<file path="src/rtl/ram_port_arbiter_if.sv">
// Bundle between two requesters, the arbiter and a single-port synchronous RAM.
// slave = arbiter side; master = requesters plus the RAM model.
interface ram_port_arbiter_if #(
    parameter int ADDR_W = 14,
    parameter int DATA_W = 32
);
    // valid/ready: a request is accepted in any cycle where rn_valid and rn_ready are both
    // high; rn_ready is combinational, never high without rn_valid, and the requester keeps
    // its fields stable while valid is high and ready is low.
    logic              r0_valid, r0_we, r0_lock;
    logic [ADDR_W-1:0] r0_addr;
    logic [DATA_W-1:0] r0_wdata;
    logic              r1_valid, r1_we, r1_lock;
    logic [ADDR_W-1:0] r1_addr;
    logic [DATA_W-1:0] r1_wdata;

    logic              r0_ready, r0_rsp_valid;
    logic [DATA_W-1:0] r0_rdata;
    logic              r1_ready, r1_rsp_valid;
    logic [DATA_W-1:0] r1_rdata;

    logic              mem_ce, mem_we;
    logic [ADDR_W-1:0] mem_addr;
    logic [DATA_W-1:0] mem_din;
    logic [DATA_W-1:0] mem_dout;

    logic [1:0]        arb_state;

    modport slave (
        input  r0_valid, r0_we, r0_lock, r0_addr, r0_wdata,
        input  r1_valid, r1_we, r1_lock, r1_addr, r1_wdata,
        input  mem_dout,
        output r0_ready, r0_rsp_valid, r0_rdata,
        output r1_ready, r1_rsp_valid, r1_rdata,
        output mem_ce, mem_we, mem_addr, mem_din,
        output arb_state
    );

    modport master (
        output r0_valid, r0_we, r0_lock, r0_addr, r0_wdata,
        output r1_valid, r1_we, r1_lock, r1_addr, r1_wdata,
        output mem_dout,
        input  r0_ready, r0_rsp_valid, r0_rdata,
        input  r1_ready, r1_rsp_valid, r1_rdata,
        input  mem_ce, mem_we, mem_addr, mem_din,
        input  arb_state
    );
endinterface

</file>
<file path="src/rtl/ram_port_arbiter.sv">
// Two-requester round-robin arbiter with lock/hold in front of a 1-cycle-latency RAM.
// Define RAM_ARB_STATS_EN to add per-requester saturating grant counters (stat_sel/stat_count).
module ram_port_arbiter #(
    parameter int ADDR_W = 14,
    parameter int DATA_W = 32
) (
    input  logic                clk,
    input  logic                reset,
    ram_port_arbiter_if.slave   bus
`ifdef RAM_ARB_STATS_EN
    ,
    input  logic                stat_sel,
    output logic [15:0]         stat_count
`endif
);
    typedef enum logic [1:0] {
        ARB   = 2'd0,
        HOLD0 = 2'd1,
        HOLD1 = 2'd2
    } state_t;

    state_t            state, state_nxt;
    logic              prio, prio_nxt;
    logic              pending, owner;
    logic              gnt0, gnt1;
    logic [ADDR_W-1:0] sel_addr;
    logic [DATA_W-1:0] sel_din;

    always_ff @(posedge clk or posedge reset) begin
        if (reset) begin
            state   <= ARB;
            prio    <= 1'b0;
            pending <= 1'b0;
            owner   <= 1'b0;
        end else begin
            state   <= state_nxt;
            prio    <= prio_nxt;
            pending <= (gnt0 & ~bus.r0_we) | (gnt1 & ~bus.r1_we);
            owner   <= gnt1;
        end
    end

    always_comb begin
        state_nxt = state;
        prio_nxt  = prio;
        case (state)
            ARB: begin
                if (gnt0) begin
                    prio_nxt = 1'b1;
                    if (bus.r0_lock) state_nxt = HOLD0;
                end else if (gnt1) begin
                    prio_nxt = 1'b0;
                    if (bus.r1_lock) state_nxt = HOLD1;
                end
            end
            HOLD0:   if (!bus.r0_valid || !bus.r0_lock) state_nxt = ARB;
            HOLD1:   if (!bus.r1_valid || !bus.r1_lock) state_nxt = ARB;
            default: state_nxt = ARB;
        endcase
    end

    // Grants are gated by reset so ready/mem_ce stay low while reset is held.
    always_comb begin
        gnt0 = 1'b0;
        gnt1 = 1'b0;
        if (!reset) begin
            case (state)
                ARB: begin
                    if (bus.r0_valid && bus.r1_valid) begin
                        gnt0 = ~prio;
                        gnt1 = prio;
                    end else begin
                        gnt0 = bus.r0_valid;
                        gnt1 = bus.r1_valid;
                    end
                end
                HOLD0:   gnt0 = bus.r0_valid;
                HOLD1:   gnt1 = bus.r1_valid;
                default: ;
            endcase
        end
    end

    always_comb begin
        sel_addr = '0;
        sel_din  = '0;
        if (gnt0) begin
            sel_addr = bus.r0_addr;
            sel_din  = bus.r0_wdata;
        end else if (gnt1) begin
            sel_addr = bus.r1_addr;
            sel_din  = bus.r1_wdata;
        end
    end

    assign bus.r0_ready     = gnt0;
    assign bus.r1_ready     = gnt1;
    assign bus.mem_ce       = gnt0 | gnt1;
    assign bus.mem_we       = (gnt0 & bus.r0_we) | (gnt1 & bus.r1_we);
    assign bus.mem_addr     = sel_addr;
    assign bus.mem_din      = sel_din;
    assign bus.r0_rsp_valid = pending & ~owner;
    assign bus.r1_rsp_valid = pending & owner;
    assign bus.r0_rdata     = (pending & ~owner) ? bus.mem_dout : '0;
    assign bus.r1_rdata     = (pending & owner)  ? bus.mem_dout : '0;
    assign bus.arb_state    = state;

`ifdef RAM_ARB_STATS_EN
    logic [15:0] cnt0, cnt1;

    always_ff @(posedge clk or posedge reset) begin
        if (reset) begin
            cnt0 <= '0;
            cnt1 <= '0;
        end else begin
            if (gnt0 && cnt0 != 16'hFFFF) cnt0 <= cnt0 + 16'd1;
            if (gnt1 && cnt1 != 16'hFFFF) cnt1 <= cnt1 + 16'd1;
        end
    end

    assign stat_count = stat_sel ? cnt1 : cnt0;
`endif
endmodule

</file>
<file path="src/flat_wrapper.sv">
// flat-port wrapper written by rule: the top's interface ports become plain ports
module ram_port_arbiter_flat 
#(
    parameter int ADDR_W = 14,
    parameter int DATA_W = 32
)
  (clk, reset, bus_r0_valid, bus_r0_we, bus_r0_lock, bus_r0_addr, bus_r0_wdata, bus_r1_valid, bus_r1_we, bus_r1_lock, bus_r1_addr, bus_r1_wdata, bus_mem_dout, bus_r0_ready, bus_r0_rsp_valid, bus_r0_rdata, bus_r1_ready, bus_r1_rsp_valid, bus_r1_rdata, bus_mem_ce, bus_mem_we, bus_mem_addr, bus_mem_din, bus_arb_state);
  ram_port_arbiter_if #(.ADDR_W(ADDR_W), .DATA_W(DATA_W)) bus_i ();
  input  logic clk;
  input  logic reset;
  input wire logic [$bits(bus_i.r0_valid)-1:0] bus_r0_valid;
  input wire logic [$bits(bus_i.r0_we)-1:0] bus_r0_we;
  input wire logic [$bits(bus_i.r0_lock)-1:0] bus_r0_lock;
  input wire logic [$bits(bus_i.r0_addr)-1:0] bus_r0_addr;
  input wire logic [$bits(bus_i.r0_wdata)-1:0] bus_r0_wdata;
  input wire logic [$bits(bus_i.r1_valid)-1:0] bus_r1_valid;
  input wire logic [$bits(bus_i.r1_we)-1:0] bus_r1_we;
  input wire logic [$bits(bus_i.r1_lock)-1:0] bus_r1_lock;
  input wire logic [$bits(bus_i.r1_addr)-1:0] bus_r1_addr;
  input wire logic [$bits(bus_i.r1_wdata)-1:0] bus_r1_wdata;
  input wire logic [$bits(bus_i.mem_dout)-1:0] bus_mem_dout;
  output wire logic [$bits(bus_i.r0_ready)-1:0] bus_r0_ready;
  output wire logic [$bits(bus_i.r0_rsp_valid)-1:0] bus_r0_rsp_valid;
  output wire logic [$bits(bus_i.r0_rdata)-1:0] bus_r0_rdata;
  output wire logic [$bits(bus_i.r1_ready)-1:0] bus_r1_ready;
  output wire logic [$bits(bus_i.r1_rsp_valid)-1:0] bus_r1_rsp_valid;
  output wire logic [$bits(bus_i.r1_rdata)-1:0] bus_r1_rdata;
  output wire logic [$bits(bus_i.mem_ce)-1:0] bus_mem_ce;
  output wire logic [$bits(bus_i.mem_we)-1:0] bus_mem_we;
  output wire logic [$bits(bus_i.mem_addr)-1:0] bus_mem_addr;
  output wire logic [$bits(bus_i.mem_din)-1:0] bus_mem_din;
  output wire logic [$bits(bus_i.arb_state)-1:0] bus_arb_state;
  assign bus_i.r0_valid = bus_r0_valid;
  assign bus_i.r0_we = bus_r0_we;
  assign bus_i.r0_lock = bus_r0_lock;
  assign bus_i.r0_addr = bus_r0_addr;
  assign bus_i.r0_wdata = bus_r0_wdata;
  assign bus_i.r1_valid = bus_r1_valid;
  assign bus_i.r1_we = bus_r1_we;
  assign bus_i.r1_lock = bus_r1_lock;
  assign bus_i.r1_addr = bus_r1_addr;
  assign bus_i.r1_wdata = bus_r1_wdata;
  assign bus_i.mem_dout = bus_mem_dout;
  assign bus_r0_ready = bus_i.r0_ready;
  assign bus_r0_rsp_valid = bus_i.r0_rsp_valid;
  assign bus_r0_rdata = bus_i.r0_rdata;
  assign bus_r1_ready = bus_i.r1_ready;
  assign bus_r1_rsp_valid = bus_i.r1_rsp_valid;
  assign bus_r1_rdata = bus_i.r1_rdata;
  assign bus_mem_ce = bus_i.mem_ce;
  assign bus_mem_we = bus_i.mem_we;
  assign bus_mem_addr = bus_i.mem_addr;
  assign bus_mem_din = bus_i.mem_din;
  assign bus_arb_state = bus_i.arb_state;
  ram_port_arbiter #(.ADDR_W(ADDR_W), .DATA_W(DATA_W)) u_core (.clk(clk), .reset(reset), .bus(bus_i));
endmodule
</file>
<file path="config.mk">
export PLATFORM = sky130hd
export DESIGN_NAME = ram_port_arbiter_flat
export DESIGN_NICKNAME = d
export VERILOG_FILES = /design/src/rtl/ram_port_arbiter_if.sv /design/src/rtl/ram_port_arbiter.sv /design/src/flat_wrapper.sv
export SDC_FILE = /design/constraint.sdc
export NUM_CORES = 1
export LEC_CHECK = 0
export ABC_AREA = 1
export BUFFER_PORTS_ARGS = -buffer_cell sky130_fd_sc_hd__buf_2
export CORE_AREA = 8 8 91 93
export CTS_BUF_LIST = sky130_fd_sc_hd__clkbuf_4 sky130_fd_sc_hd__clkbuf_8
export CTS_CLUSTER_DIAMETER = 100
export DETAILED_ROUTE_END_ITERATION = 10
export DIE_AREA = 0 0 99 101
export HOLD_SLACK_MARGIN = 0.05
export PLACE_DENSITY_LB_ADDON = 0.15
export SLEW_MARGIN = 20
export SYNTH_ARGS = -nofsm -noshare
export SYNTH_HDL_FRONTEND = slang
export SYNTH_SLANG_ARGS = --single-unit
</file>
<file path="constraint.sdc">
create_clock -name clk -period 1.45 [get_ports clk]
set_input_delay 0.2175 -clock clk [delete_from_list [all_inputs] [get_ports clk]]
set_output_delay 0.2175 -clock clk [all_outputs]
set_load 0.01 [all_outputs]
</file>
# --- Word level (Yosys, flattened, before mapping) ---
# Index checks and enable logic that the tools add are counted.
totals:
  word_cells: 56
  regBits: 5
  inputBits: 132
classes:
  mux: 21
  bitwise_logic: 13
  n_eq_ne: 7
  n_reduce_logical: 11
op_table:
  columns: ["cell", "n"]
  rows:
  - ["2-to-1 mux 32 bit", 4]
  - ["2-to-1 mux 14 bit", 2]
  - ["2-to-1 mux 2 bit", 6]
  - ["bitwise AND 1 bit", 6]
  - ["2-to-1 mux 1 bit", 6]
  - ["case mux 2 bit (3 select lines)", 1]
  - ["AND reduction 5 bit", 1]
  - ["logical NOT 1 bit", 4]
  - ["inequality test 2 x 1 -> 1 bit (second input constant)", 2]
  - ["NOT 1 bit", 4]
  - ["case mux 1 bit (2 select lines)", 2]
  - ["inequality test 3 x 1 -> 1 bit (second input constant)", 1]
  - ["inequality test 3 x 2 -> 1 bit (second input constant)", 1]
  - ["inequality test 3 bit (second input constant)", 1]
  - ["bitwise OR 1 bit", 3]
  - ["equality test 2 x 1 -> 1 bit (second input constant)", 1]
  - ["equality test 2 bit (second input constant)", 1]
  - ["logical NOT 2 bit", 1]
  - ["logical OR 1 bit", 2]
  - ["AND reduction 2 bit", 1]
  - ["nonzero test 2 bit", 1]
  - ["logical AND 1 bit", 1]

# --- Logic depth before layout (Yosys ltp) ---
# Gate-level depths: netlist of the first run.
depth:
  ltp_word: 7
  depth_mapped: 9
  depth_no_buf: 7

# --- Worst setup path after synthesis of the first run ---
# No wires, ideal clock.
synth_path:
  kind: "register to output"
  start: "register u_core.state[1] (netlist: u_core.bus.arb_state[1])"
  end: "output bus_mem_din[10]"
  setup_slack_ps: 40
  stages_incl_launch_ff: 10
  t_arrival_ps: 1193
  t_required_ps: 1233
  cell_sequence: "dfrtp_1 inv_2 nand2_2 nor2_4 nand2_4 inv_4 buf_6 buf_8 nand2_1 nand2_1"
synth_via:
  elab_chain_cells: 5
  elab_cells_between_ends: 9
  classes_between: "2 x eq/ne; 6 x mux; 1 x reduce/logical"
synth_rtl:
  columns: ["item", "line", "source"]
  rows:
  - ["from (decl)", "ram_port_arbiter.sv:22", "state_t state, state_nxt;"]
  - ["from (signal assigned)", "ram_port_arbiter.sv:36", "state <= state_nxt;"]
  - ["equality test 2 bit / logical NOT 2 bit (equally long branches)", "ram_port_arbiter.sv:67", "case (state)"]
  - ["case mux 1 bit (2 select lines)", "ram_port_arbiter.sv:67", null]
  - ["2-to-1 mux 1 bit", "ram_port_arbiter.sv:66", "if (!reset) begin"]
  - ["2-to-1 mux 32 bit", "ram_port_arbiter.sv:90", "end else if (gnt1) begin"]
  - ["2-to-1 mux 32 bit (*)", "ram_port_arbiter.sv:87", "if (gnt0) begin"]
  - ["to (decl)", "flat_wrapper.sv:31", "output wire logic [$bits(bus_i.mem_din)-1:0] bus_mem_din;"]
# Every way passes the cells marked *; elsewhere a longest branch is shown, timed or not.

# --- Worst setup path after layout of the first run ---
layout_path:
  start: "register u_core.state[0] (netlist: u_core.bus.arb_state[0])"
  end: "output bus_mem_we"
layout_via:
  elab_chain_cells: 5
  elab_cells_between_ends: 10
  classes_between: "2 x eq/ne; 4 x mux; 3 x bitwise; 1 x reduce/logical"
layout_rtl:
  columns: ["item", "line", "source"]
  rows:
  - ["equality test 2 x 1 -> 1 bit (tied with other cells)", "ram_port_arbiter.sv:67", null]
  - ["case mux 1 bit (2 select lines)", "ram_port_arbiter.sv:67", null]
  - ["2-to-1 mux 1 bit", "ram_port_arbiter.sv:66", null]
  - ["bitwise AND 1 bit", "ram_port_arbiter.sv:99", "assign bus.mem_we = (gnt0 & bus.r0_we) | (gnt1 & bus.r1_we);"]
  - ["bitwise OR 1 bit (*)", "ram_port_arbiter.sv:99", null]
  - ["to (decl)", "flat_wrapper.sv:29", "output wire logic [$bits(bus_i.mem_we)-1:0] bus_mem_we;"]
# Marked as above.

==> impl_results.md, run 1 <==
* Status: complete, but fails checks
* Failing checks: setup timing
* Layout fillers at between 700 and 800
* Commonest non-fill, non-tap cell in the layout: buf_2
* Num ports at 250
* Post-DP HPWL at between 6 and 7 mm
* Clock tree from TritonCTS: done
* DR WL/cell at about 14 um
* Worst-margin pin slew at approximately 200 ps
* Routability cong. at about 0.86
* Slew HR at a little under 90%
* Critical Path AT at 1470 ps
* Initial antenna violation count at 0
* Setup TNS at -10,320 ps
* Root Buffer: clkbuf_8
* Final WS setup at -237 ps
* Placed Cells incl. Taps at about 630
* Critical Path Source Type: flip-flop
* Finish-stage setup viols at 50
* R2r startpoint: u_core.bus.arb_state[0]
* Cell Pwr Density at approximately 580 nW/um^2
* Post-layout min period at approximately 1700 ps
* Drt total wl at between 8 and 9 mm
* Worst EP required at 1230 ps
* Clock latency on the worst-skew pair at around 230 ps
* Lkg Pwr at ~2.4 nW
* Commonest non-fill, non-tap cells in the layout: buf_2 (235), nand2_1 (100), nor2_1 (65)
* Reg2Reg Depth at 8
* Worst hold stages at 2
* Worst Skew at approximately 5.7 ps
* Core area at around 7000 um^2
* Final Instance Count excl. Fillers at 646
* Antenna diodes at 0
* Site Rows at 31
* Clk slew on worst S/H paths at around 40 ps
* Worst hold path startpoint: bus_r0_we
* RSZ-0062 raised after global routing: true
* Final Hold Fails at 0
* Clk sinks at 5
* Crit Reg-Reg Endpoint: u_core.prio
* Layout Nets at approximately 700
* Crit. End Element: primary output
* Inserted Clock Buffers at 3
* CTS max path bufs at 2
* DR vias at around 2.6k
* Final period utilization at 116%
* Largest net degree at the start of global routing at 34
* Drt initial violations at 61
* Hold path endpoint: u_core.pending
* Share of cells above drive strength 1 at between 60% and 70%
* Grt total ovfl at 0
* Min-Delay Path Class: input pin to flip-flop
* Sequential area share after synthesis at about a tenth
* Hold slack at 230 ps
* Detail-routed via count per cell at just over 4
* Final Max Slew Viols at 0
* Crit Path Max Fanout at 16
* Setup CP Type: flip-flop to primary output
* Total GRT Usage at between 10 and 15%
* Avg Cell Area, Syn at approximately 4.4 um^2
* Reg2reg setup slack at approximately 60 ps
* Ys Warns at 0
* Net Count, Synth at 432
* Die area at 10000 um^2
* Max-cap violations at 0
* Cell variety after synth at 21
* FF+latch count, synth at 5
* Total power at ~2 mW
* Max IR drop VDD at between 200 and 250 uV
* ANT nets after route at 0
* Die X at 99 um
* Initial Util at 19.1%
* Layout Utilization at approximately half
* First-pass GRT wire length at between 10 and 15 mm
* H-tree levels at 1
* Layout area overhead at 151%
* Vias in the first global route at ~2.5k
* Syn Std Cell Area at 1330 um^2
* Die height at just over 100 um
* DRC errors left at 0
* IO buf count at roughly 250
* Pre-antenna DRT Iters at 4
* Gate count after technology mapping at 300
* Fmax at about 590 MHz
==> critical path: stages (launching register included) <==
cell and delay (ps):
dfrtp_1 400, inv_2 70, nand2_2 60, nor2_2 90, nand2_2 80, clkinv_4 110
clkbuf_16 180, nand2_1 50, nand2_1 80, buf_6 110
==> metal layers <==
metal / global-route usage [%] / routed length, um
met3: 6.49 / 978
met2: 28.1 / 4720
met4: 2.13 / 38
met5: 0 / 0
met1: 12.5 / 3050
==> state kept, by name (all words and copies together) (netlist names) <==
register and cells:
u_core.prio 1, u_core.pending 1, u_core.bus.arb_state 2, u_core.owner 1
==> Yosys cell counts <==
| cell type | instances | share of area [%] |
|---|---|---|
| nand3_2 | 1 | 0.75 |
| buf_8 | 1 | 1.1 |
| nor2_4 | 1 | 0.85 |
| buf_6 | 4 | 3.4 |
| nand2_4 | 1 | 0.85 |
| nand2_1 | 149 | 42 |
| nand2_2 | 3 | 1.4 |
| nor2_1 | 71 | 20 |
| nand3_1 | 2 | 0.75 |
| clkbuf_1 | 6 | 1.7 |
| nor2_2 | 1 | 0.47 |
| nand4_1 | 1 | 0.47 |
| o22ai_1 | 1 | 0.47 |
| o21bai_1 | 1 | 0.57 |
| buf_2 | 5 | 1.9 |
| inv_2 | 3 | 0.85 |
| inv_1 | 40 | 11 |
| a21oi_1 | 2 | 0.75 |
| inv_4 | 1 | 0.47 |
| o21ai_0 | 1 | 0.38 |
| dfrtp_1 | 5 | 9.4 |
==> layout make-up <==
cell class	instances	area (um^2)	share of cell area, %
inverter	44	183	5.48
timing repair buffer	276	1740	52.2
multi-input combinational	235	1140	34.1
tap	82	103	3.08
clock buffer	4	48.8	1.46
sequential	5	125	3.75
==> worst max-delay path by stage <==
stage                                 start  slack (ps)  cells after the start          endpoint
floorplan           u_core.bus.arb_state[1]          40                      9   bus_mem_din[10]
global placement    u_core.bus.arb_state[1]          10                      9  bus_mem_addr[11]
detailed placement  u_core.bus.arb_state[0]          10                      9   bus_mem_addr[5]
CTS                 u_core.bus.arb_state[0]        -230                      9   bus_mem_addr[4]
global route        u_core.bus.arb_state[0]        -320                      9    bus_mem_din[0]
finish              u_core.bus.arb_state[0]        -240                      9        bus_mem_we
==> cell families after synthesis <==
group / share of synthesized area (%)
AO/OA/AOI/OAI: 2.17
buffers and inverters: 20.7
flip-flops: 9.42
AND/OR/NAND/NOR: 67.7
==> power by group <==
part	switching (mW)	leakage [nW]	internal [mW]
sequential	0.0205	0.0657	0.167
combinational	0.765	2.28	0.715
clock	0.0760	0.0262	0.208
==> metrics by stage <==
stage               worst slack, ps  area, um^2
CTS                            -232        2830
floorplan                      40.0        1330
finish                         -237        3330
detailed placement             14.1        2730
global placement               13.4        2730
global route                   -324        3330
==> repair_timing <==
action / CTS / global route
endpoints found under the setup margin: 51 / 82
hold buffers: 1 / 0
hold endpoints to repair: 5 / 0
cloned: 0 / 7
pin swaps: 1 / 5
setup buffers: 0 / 6
gates resized for setup: 9 / 84
No activity file was read; power rests on OpenSTA's default activity.
==> run 2, diff against run 1 <==
--- a/config.mk
+++ b/config.mk
@@ -14,6 +14,7 @@
 export DIE_AREA = 0 0 99 101
 export HOLD_SLACK_MARGIN = 0.05
 export PLACE_DENSITY_LB_ADDON = 0.15
+export SKIP_LAST_GASP = 1
 export SLEW_MARGIN = 20
 export SYNTH_ARGS = -nofsm -noshare
 export SYNTH_HDL_FRONTEND = slang
==> impl_results.md, run 2 (synthesis results as in run 1) <==
* Status: complete, but fails checks (unchanged)
* Failing checks: setup timing (unchanged)
* DR vias at 2,576 (was 2,640)
* Post-DP HPWL at 6.85 mm (unchanged)
* Critical path's slowest cell: dfrtp_1 (unchanged)
* Clock latency on the worst-skew pair at 220 ps (was 230 ps)
* Detail-routed via count per cell at 4.01 (was 4.09)
* Layout Utilization at 43.2% (was 48.0%)
* Drt total wl at 8.32 mm (was 8.78 mm)
* Max-cap violations at 0 (unchanged)
* Final WS setup at -220 ps (was -237 ps)
* Fmax at 599 MHz (was 593 MHz)
* Crit Path Max Fanout at 12 (was 16)
* DRC errors left at 0 (unchanged)
* Seq pwr share at 10.7% (was 9.6%)
* Sw Share at 43.9% (was 44.1%)
* Layout Nets at 693 (was 697)
* Core area at 6940 um^2 (unchanged)
* Layout fillers at 768 (was 748)
* Final Max Slew Viols at 0 (unchanged)
* Switching Power at 0.765 mW (was 0.861 mW)
* IO buf count at 249 (unchanged)
* Site Rows at 31 (unchanged)
* Critical Path Source Type: flip-flop (unchanged)
* Clk slew on worst S/H paths at 40 ps (about the same)
* Ordered list of cells on the worst path: inv_2, nand2_4, nor2_4, nand2_4, inv_8, clkbuf_16, nand2_1, nand2_1, buf_2 (was inv_2, nand2_2, nor2_2, nand2_2, clkinv_4, clkbuf_16, nand2_1, nand2_1, buf_6)
* Share of cells above drive strength 1 at 52.0% (was 61.5%)
* Clock tree from TritonCTS: done (unchanged)
* Max reg flops at 2 (unchanged)
* Worst Skew at 3.07 ps (was 5.69 ps)
* Post-layout min period at 1670 ps (was 1690 ps)
* Die area at 10000 um^2 (unchanged)
* ANT nets after route at 0 (unchanged)
* Inserted Clock Buffers at 3 (unchanged)
* Slew HR at 86.6% (was 86.5%)
* Final Hold Fails at 0 (unchanged)
* First-pass GRT wire length at 11.6 mm (unchanged)
* Critical Path AT at 1450 ps (was 1470 ps)
* Num ports at 250 (unchanged)
* Initial Util at 19.1% (unchanged)
* Worst-margin pin slew at 200 ps (was 203 ps)
* Die height at 101 um (unchanged)
* P_int at 0.977 mW (was 1.09 mW)
* Drt initial violations at 61 (unchanged)
* Max IR drop VDD at 175 uV (was 204 uV)
* Comb pwr share at 73.3% (was 75.8%)
* Initial antenna violation count at 0 (unchanged)
* Finish-stage setup viols at 50 (unchanged)
* Grt total ovfl at 0 (unchanged)
* Worst EP required at 1230 ps (about the same)
* Hold slack at 235 ps (was 230 ps)
* Setup CP Type: flip-flop to primary output (unchanged)
* Setup TNS at -9380 ps (was -10,320 ps)
* Clk sinks at 5 (unchanged)
* Antenna diodes at 0 (unchanged)
* Vias in the first global route at 2,461 (was 2,476)
* Commonest non-fill, non-tap cell in the layout: buf_2 (unchanged)
* CP delay by family, top: buffers and inverters (unchanged)
* Final period utilization at 115% (was 116%)
* DR WL/cell at 13.0 um (was 13.6 um)
* Root Buffer: clkbuf_8 (unchanged)
* Die X at 99 um (unchanged)
* Commonest non-fill, non-tap cells in the layout: buf_2 (249), nand2_1 (148), nor2_1 (68) (was buf_2 (235), nand2_1 (100), nor2_1 (65))
* Lkg Pwr at 2.23 nW (was 2.38 nW)
* Crit path buffers/inverters at 4 (unchanged)
* Layout area overhead at 126% (was 151%)
* Slowest cell delay on critical path at 380 ps (was 400 ps)
* Crit. End Element: primary output (unchanged)
* Routability cong. at 0.858 (unchanged)
* Cell Pwr Density at 581 nW/um^2 (was 585 nW/um^2)
* Min-Delay Path Class: input pin to flip-flop (unchanged)
* CTS max path bufs at 2 (unchanged)
* RSZ-0062 raised after global routing: true (unchanged)
* Reg2reg setup slack at 180 ps (was 60 ps)
* H-tree levels at 1 (unchanged)
* Largest net degree at the start of global routing at 34 (unchanged)
* Clock power share at 16.0% (was 14.6%)
* Total GRT Usage at 14.0% (about the same)
* Pre-antenna DRT Iters at 4 (unchanged)
## run 2: cell types whose count changed in the layout (fill, tap and decap cells not counted), sizes merged
cell / previous run / this run
buf: 268 / 265
clkbuf: 11 / 10
clkinv: 2 / 1
inv: 42 / 43
## run 2: metal layers
layer | part of all wire (%) | up-vias | track usage, %
li1 | - | 1377 | -
met1 | 35 | 1053 | 12.6
met2 | 53 | 142 | 27.8
met3 | 12 | 4 | 6.70
met4 | 0.32 | 0 | 2.13
met5 | 0 | - | 0
## run 2: final timing paths
kind	start	cells after the start	endpoint
max in group asynchronous	reset	3	u_core.owner
worst min-delay path	bus_r0_we	2	u_core.pending
worst max-delay path	u_core.bus.arb_state[1]	9	bus_mem_din[10]
worst max register to register	u_core.bus.arb_state[1]	8	u_core.bus.arb_state[0]
min in group asynchronous	reset	3	u_core.bus.arb_state[0]
worst min register to register	u_core.prio	2	u_core.prio
## run 2: layout make-up
| class | instances | area, um^2 | area share, % |
|---|---|---|---|
| clock buffers | 4 | 48.8 | 1.63 |
| well taps | 82 | 103 | 3.42 |
| repair buffers | 272 | 1600 | 53.4 |
| inverters | 44 | 178 | 5.93 |
| flip-flops and latches | 5 | 125 | 4.17 |
| multi-input cells | 235 | 943 | 31.5 |
## run 2: power by group through the flow
stage | combinational [mW] | clock (mW) | sequential (mW)
floorplan | 0.570 | 0 | 0.186
global placement | 1.14 | 0 | 0.185
detailed placement | 1.14 | 0 | 0.186
CTS | 1.15 | 0.285 | 0.187
global route | 1.41 | 0.289 | 0.188
finish | 1.28 | 0.278 | 0.187
## run 2: through the flow
| stage | power, mW | setup slack (ps) | std cells | cell area [um^2] |
|---|---|---|---|---|
| after floorplan | 0.757 | 40.0 | 300 | 1330 |
| after global placement | 1.33 | 13.4 | 628 | 2730 |
| after detailed placement | 1.32 | 14.1 | 628 | 2730 |
| after CTS | 1.62 | -232 | 633 | 2800 |
| after global routing | 1.89 | -301 | 642 | 3000 |
| final | 1.74 | -220 | 642 | 3000 |
## run 2: repair_timing
action / CTS / global route
pin swaps: 0 / 1
cloned: 0 / 6
gates resized for setup: 2 / 11
endpoints found under the setup margin: 51 / 82
setup buffers: 0 / 3
hold buffers: 1 / 0
endpoints found under the hold margin: 5 / 0
